File: config.mk
export PLATFORM = sky130hd
export DESIGN_NAME = clock_div_gen
export DESIGN_NICKNAME = d
export VERILOG_FILES = /design/src/rtl/clock_gen_pkg.sv /design/src/rtl/clock_div_chan.sv /design/src/rtl/clock_div_gen.sv
export SDC_FILE = /design/constraint.sdc
export NUM_CORES = 1
export LEC_CHECK = 0
export CAP_MARGIN = 40
export CORE_MARGIN = 2
export CORE_UTILIZATION = 30
export DETAILED_ROUTE_END_ITERATION = 12
export GPL_TIMING_DRIVEN = 0
export PLACE_DENSITY = 0.5
export SLEW_MARGIN = 10
export SYNTH_ARGS = -nofsm -noshare
export SYNTH_HDL_FRONTEND = slang
export SYNTH_SLANG_ARGS = --single-unit
File: constraint.sdc
create_clock -name CLK -period 4 [get_ports CLK]
set_clock_uncertainty 0.1 [all_clocks]
set_input_delay 1.2 -clock CLK [delete_from_list [all_inputs] [get_ports CLK]]
set_output_delay 1.2 -clock CLK [all_outputs]
set_load 0.005 [all_outputs]
File: src/rtl/clock_gen_pkg.sv
// Shared constants for the multi-channel clock divider: output modes and
// the divide-ratio floor/reset value.
package clock_gen_pkg;

  localparam logic MODE_PULSE  = 1'b0;
  localparam logic MODE_SQUARE = 1'b1;
  localparam int   DIV_MIN     = 2;
  localparam int   DIV_RESET   = 2;

endpackage

File: src/rtl/clock_div_chan.sv
// One divider channel: wrap counter, active ratio/mode and a single pending
// update slot that is applied on wrap, on SYNC, or while disabled.
module clock_div_chan
  import clock_gen_pkg::*;
#(
  parameter int CW = 8
) (
  input  logic          clk,
  input  logic          rst,
  input  logic          en,
  input  logic          sync,
  input  logic          load,
  input  logic [CW-1:0] load_val,
  input  logic          load_mode,
  output logic          int_clk,
  output logic          tick,
  output logic          ack
);

  logic [CW-1:0] cnt;
  logic [CW-1:0] div_r;
  logic          mode_r;
  logic          pend_v;
  logic [CW-1:0] pend_val;
  logic          pend_mode;

  logic          wrap;
  logic [CW-1:0] cnt_next;
  logic          apply;
  logic [CW-1:0] load_clamped;

  always_comb begin
    wrap         = (cnt == div_r - CW'(1));
    cnt_next     = wrap ? '0 : cnt + CW'(1);
    apply        = pend_v && (sync || !en || wrap);
    load_clamped = (load_val < CW'(DIV_MIN)) ? CW'(DIV_MIN) : load_val;
  end

  // A load on the same edge as an apply lands in the slot after the old
  // pending value has been consumed, so it waits for the next wrap.
  always_ff @(posedge clk or posedge rst) begin
    if (rst) begin
      cnt       <= '0;
      div_r     <= CW'(DIV_RESET);
      mode_r    <= MODE_PULSE;
      pend_v    <= 1'b0;
      pend_val  <= CW'(DIV_RESET);
      pend_mode <= MODE_PULSE;
      int_clk   <= 1'b0;
      tick      <= 1'b0;
      ack       <= 1'b0;
    end else begin
      ack <= 1'b0;
      if (sync || !en) begin
        cnt     <= '0;
        int_clk <= 1'b0;
        tick    <= 1'b0;
      end else begin
        cnt     <= cnt_next;
        tick    <= wrap;
        int_clk <= (mode_r == MODE_SQUARE) ? (cnt_next >= div_r - (div_r >> 1)) : wrap;
      end
      if (apply) begin
        div_r  <= pend_val;
        mode_r <= pend_mode;
        pend_v <= 1'b0;
        ack    <= 1'b1;
      end
      if (load) begin
        pend_v    <= 1'b1;
        pend_val  <= load_clamped;
        pend_mode <= load_mode;
      end
    end
  end

endmodule

File: src/rtl/clock_div_gen.sv
// Multi-channel internal clock/enable generator: decodes ratio updates to
// per-channel dividers and flags loads aimed at non-existent channels.
module clock_div_gen
  import clock_gen_pkg::*;
#(
  parameter int NCH = 2,
  parameter int CW  = 8,
  parameter int CHW = 1
) (
  input  logic           CLK,
  input  logic           RESET,
  input  logic [NCH-1:0] EN,
  input  logic           SYNC,
  input  logic           DIV_LOAD,
  input  logic [CHW-1:0] DIV_CH,
  input  logic [CW-1:0]  DIV_VAL,
  input  logic           DIV_MODE,
  output logic [NCH-1:0] DIV_ACK,
  output logic           DIV_ERR,
  output logic [NCH-1:0] INT_CLK,
  output logic [NCH-1:0] TICK
);

  logic ch_invalid;

  assign ch_invalid = (int'(DIV_CH) >= NCH);

  always_ff @(posedge CLK or posedge RESET) begin
    if (RESET) DIV_ERR <= 1'b0;
    else       DIV_ERR <= DIV_LOAD && ch_invalid;
  end

  for (genvar i = 0; i < NCH; i++) begin : g_ch
    clock_div_chan #(.CW(CW)) u_chan (
      .clk       (CLK),
      .rst       (RESET),
      .en        (EN[i]),
      .sync      (SYNC),
      .load      (DIV_LOAD && (int'(DIV_CH) == i)),
      .load_val  (DIV_VAL),
      .load_mode (DIV_MODE),
      .int_clk   (INT_CLK[i]),
      .tick      (TICK[i]),
      .ack       (DIV_ACK[i])
    );
  end

endmodule

; Yosys cells after proc, flatten, opt, wreduce, memory -nomap -nowiden
; Index checks and enable logic that the tools add are counted.
[classes]
n_addsub = 6
n_bitwise = 1
eq_ne = 2
reduce_logical = 12
magnitude_cmp = 3
mux = 17
[op_table]
columns = op, n
row1 = $mux W8, 5
row2 = $add A8 B1 Y8 const B, 2
row3 = $eq A8 B8 Y1, 2
row4 = $ge A8 B8 Y1, 2
row5 = $sub A8 B1 Y8 const B, 2
row6 = $sub A8 B7 Y8, 2
row7 = $mux W1, 12
row8 = $lt A8 B2 Y1 const B, 1
row9 = $logic_and A1 B1 Y1, 4
row10 = $logic_or A1 B1 Y1, 4
row11 = $reduce_bool A2 Y1, 2
row12 = $logic_not A1 Y1, 2
row13 = $not A1 Y1, 1
[word_totals]
ff_bits = 60

; Longest topological paths before layout
[depth]
depth_word = 6
depth_mapped = 15
ltp_nobuf = 15

; Cells and area by module
; A second synthesis with hierarchy kept.
[hier_totals]
hier_cells = 364
area_unflattened_um2 = 3900.0
[by_module_without_submodules]
columns = module, seq_area_each_um2, instances, area_each_um2, cells_per_inst
row1 = clock_div_chan (g_ch[1].u_chan), 753.2, 1, 1939.4, 181
row2 = clock_div_chan (g_ch[0].u_chan), 753.2, 1, 1933.1, 179
row3 = clock_div_gen, 0.0, 1, 27.5, 4

; Least setup slack after synthesis
; OpenSTA, ideal clock, no wires.
[synth_path]
kind = register -> register
from = register g_ch[1].u_chan.div_r[1]
to = register g_ch[1].u_chan.int_clk
path_stages_with_launch = 16
setup_time_ps = 136
synth_period_minus_slack_ps = 3229
path_slack_ps = 771
required_ps = 3764
t_arrival_ps = 2993
cell_sequence = dfstp_2 > inv_1 > ha_1 > xor2_1 > nand2_1 > a2111o_1 > nor3_4 > buf_2 > nor2_1 > ha_1 > a21o_1 > a21oi_1 > o21ai_0 > nand3_1 > and3_1 > nor3_1
[synth_via]
elab_chain_cells = 6
word_cells_on_any_way = 7
classes_between = 2 x add/sub / 1 x order compare / 1 x eq/ne / 3 x mux
[synth_rtl]
columns = element, line
row1 = from (decl), clock_div_chan.sv:21  ; logic [CW-1:0] div_r;
row2 = from (signal assigned), clock_div_chan.sv:44  ; div_r <= CW'(DIV_RESET);
row3 = from (signal assigned), clock_div_chan.sv:64  ; div_r <= pend_val;
row4 = $sub A8 B1 Y8, clock_div_chan.sv:33  ; wrap = (cnt == div_r - CW'(1));
row5 = $eq A8 B8 Y1, clock_div_chan.sv:33
row6 = $mux W8, clock_div_chan.sv:34  ; cnt_next = wrap ? '0 : cnt + CW'(1);
row7 = $ge A8 B8 Y1, clock_div_chan.sv:61  ; int_clk <= (mode_r == MODE_SQUARE) ? (cnt_next >= div_r - (div_r >> 1)) : wrap;
row8 = $mux W1 (*), clock_div_chan.sv:61
row9 = $mux W1 (*), clock_div_chan.sv:54  ; if (sync || !en) begin
row10 = to (signal assigned), clock_div_chan.sv:61
row11 = to (decl), clock_div_chan.sv:15  ; output logic int_clk,
; Mark *: on every way between the ends. The rest lies on a longest branch, timed or not.
; A chain may end at the register's enable or synchronous reset.

; Final worst setup path
; Same ends and word-level chain as after synthesis.

==> flow_metrics.py <==
metrics = {
    "synth": {
        "ys_types": 49,
        "syn_area_um2": 3980,
        "seq_area_frac_synth_pct": 37.9,
        "synth-main-ff-cell": "dfrtp_1",
        "async_flop_share_pct": 100,
        "ys_ff_latch": 60,
        "synth_cells": 378,
        "syn_nets": 444,
        "yosys_warnings": 0,
        "syn_area_per_cell_um2": 10.5,
        "synth-edff-count": 0,
    },
    "global_route": {
        "grt_max_degree": 61,
        "grt_busiest_layer": "met1",
        "antenna_found_initial": 0,
        "grt_use_met2_pct": 17.2,
        "grt_pass1_wl_mm": 13.4,
        "gr-total-overflow": 0,
        "grt_pass1_vias": 2684,
        "met1_usage_pct": 17.4,
        "track_usage_pct": 11.9,
        "met3_usage_pct": 2.01,
    },
    "sta": {
        "setup_violations": 0,
        "fmax_ghz": 0.275,
        "finalCritPeriodShare_pct": 91.1,
        "final_max_slew_viol_count": 0,
        "tightestPinTransition_ps": 748,
        "fin_tns_setup_ps": 0,
        "min_period_ps": 3640,
        "final.setup.worst_slack_ps": 358,
        "whs_ps": 393,
        "relSlewSlack_pct": 50.1,
        "rsz0062_at_grt": "no",
        "hold_viol": 0,
    },
    "finish": {
        "layout.nets": 480,
        "drive_gt1_share_pct": 17.2,
        "insertedDiodeCount": 0,
        "syn_to_final_growth_pct": 19.3,
    },
    "clock_network": {
        "cts_root_buffer": "clkbuf_16",
        "clock_sinks": 60,
        "cts_made_buffers": 9,
        "clk_pin_slew_ps": 50,
        "cts_resized": 0,
        "cts_setup_buffers": 0,
        "h-tree-depth": 3,
        "clock_latency_ps": 330,
        "clk_path_buf_depth": 2,
        "ctsHoldBuffers": 0,
        "cts_tree": "done",
    },
    "worst_setup_path": {
        "end_kind": "register",
        "ff2ff_setup_slack_ps": 360,
        "crit_type": "register to register",
        "critPathRequiredTime_ps": 4090,
        "timing.critical_path.from_type": "register",
        "crit_path_max_fanout": 10,
        "worstPathArrival_ps": 3730,
    },
    "detailed_routing": {
        "ant_nets": 0,
        "dr.pass1.iters": 4,
        "routed_wl_mm": 7.85,
        "drt_iter0_drc": 117,
        "post_drt_wl_per_cell_um": 13.2,
        "viasPerCell": 4.54,
        "route.detailed.drc": 0,
        "routed-via-count": 2703,
    },
    "die": {
        "start_util_pct": 30.4,
        "die_x_um": 119,
        "io-pin-count": 23,
        "die_h_um": 119,
        "die-area_um2": 14200,
        "core-area_um2": 13100,
        "fp-row-count": 42,
    },
    "placement": {
        "dpl.hpwl_mm": 6.00,
        "place_ws_ps": 311,
        "port_buffers": 21,
        "gp_congestion": 0.752,
    },
    "power": {
        "cellPowerDensity_nw_per_um2": 548,
        "power_leakage_uw": 0.00219,
        "ir_worst_vdd_uv": 196,
    },
    "status": {
        "outcome": "complete, no violations",
    },
    "min_path": {
        "hp-class": "register to register",
    },
    "flow_run": {
        "cap_violations": 0,
    },
}
## layout by cell type (no fill, tap or decap), types with 3 or more instances in the layout
cell             count
inv_1               29
clkbuf_1             5
ha_1                48
xnor2_1             30
clkbuf_16            9
and2_1               3
nor2b_1              5
mux2_2              30
xor2_1              20
o21ai_0              9
a21boi_0             3
dfrtp_1             56
dfstp_2              4
nor4_1               3
nor2_1              24
nand3_1              9
clkdlybuf4s50_1     21
nor3_1              16
a21o_1               3
and3_1               5
nand2_1             13
or2_2                4
nand2b_1             7
a21oi_1             12
buf_4               11
nand3b_1             3
## area by class of cell
type	instances	area, µm²
Fill cell	1318	8340
Buffer	13	76.3
Clock buffer	12	256
Clock inverter	4	47.5
Inverter	30	115
Tap cell	176	220
Multi-Input combinational cell	275	2280
Timing Repair Buffer	25	240
Sequential cell	60	1510
## synthesized netlist by cell type, types with 2 or more instances
cell	n	area share [%]
buf_4	7	1.3
a21o_1	3	0.57
nand3b_1	3	0.57
or2_2	4	0.63
nor2_1	24	2.3
and2_1	3	0.47
nor2b_1	5	0.79
nor3_1	16	2.0
xnor2_1	30	6.6
and3_1	5	0.79
o21bai_1	2	0.38
o21ba_2	2	0.50
nor4_1	3	0.47
ha_1	48	15
a21boi_0	3	0.57
nand2b_1	7	1.1
dfstp_2	4	2.6
fa_1	2	1.0
a21oi_1	12	1.5
mux2i_1	2	0.50
mux2_2	30	8.5
dfrtp_1	56	35
xor2_1	20	4.4
inv_1	30	2.8
nand3_1	9	1.1
o21ai_0	9	1.1
clkbuf_1	4	0.38
nand2_1	13	1.2
a221oi_1	2	0.44
## kinds of logic (layout without fill, tap and decap cells)
kind of cell	count (synthesis)	after routing	synth area share [%]
adders and majority gates	50	50	16.1
xor gates and xnor gates	51	51	11.6
DFF	60	60	37.9
buffers and inverters	43	84	4.75
other	1	1	0.0942
muxes	32	32	8.99
and+or+nand+nor	96	96	12.8
AOI/OAI and AO/OA	45	45	7.83
## per-layer routing
metal / wire length, µm / share of wire [%]
met5: 0 / 0
met4: 155 / 2.0
met3: 336 / 4.3
met2: 3320 / 42
met1: 4040 / 51
## metrics by stage
step	utilization, %	instances	power [µW]	area, µm²
2_1_floorplan	-	378	1590	3980
3_3_place_gp	33.7	575	1810	4410
3_5_place_dp	33.7	575	1840	4410
4_1_cts	36.0	591	2640	4720
5_1_grt	36.3	595	2830	4750
6_report	36.3	595	2600	4750
## sequential cells by signal, summed over array words and instances, names as in the netlist
signal                 flops
g_ch.u_chan.ack            2
g_ch.u_chan.tick           2
g_ch.u_chan.pend_val      16
g_ch.u_chan.div_r         16
g_ch.u_chan.pend_v         2
g_ch.u_chan.int_clk        2
g_ch.u_chan.mode_r         2
g_ch.u_chan.pend_mode      2
g_ch.u_chan.cnt           16
## critical path, cell delays in order (launching register included)
cell	delay [ps]
dfstp_2	580
inv_1	80
ha_1	320
xor2_1	160
nand2_1	70
a2111o_1	400
nor3_4	380
buf_2	300
nor2_1	80
ha_1	310
a21o_1	190
a21oi_1	130
o21ai_0	120
nand3_1	100
and3_1	150
nor3_1	50
## worst paths after layout
path	cells past startpoint	from	endpoint
worst max-delay path	15	g_ch[1].u_chan.div_r[1]$_DFFE_PP1P_	g_ch[1].u_chan.int_clk$_DFF_PP0_
worst min-delay path	2	g_ch[1].u_chan.pend_val[1]$_DFFE_PP1P_	g_ch[1].u_chan.pend_val[1]$_DFFE_PP1P_
worst max register to register	15	g_ch[1].u_chan.div_r[1]$_DFFE_PP1P_	g_ch[1].u_chan.int_clk$_DFF_PP0_
worst min register to register	2	g_ch[1].u_chan.pend_val[1]$_DFFE_PP1P_	g_ch[1].u_chan.pend_val[1]$_DFFE_PP1P_
max in group asynchronous	2	RESET	g_ch[1].u_chan.div_r[3]$_DFFE_PP0P_
min in group asynchronous	2	RESET	g_ch[0].u_chan.cnt[7]$_DFF_PP0_
## report_power, final
part           total, µW  internal [µW]  leakage, µW  switching [µW]
sequential           788            700     0.000746            88.5
clock                784            513     0.000149             270
combinational       1030            495      0.00130             532
total               2600           1710      0.00219             891
No activity file was read; power rests on OpenSTA's default activity.
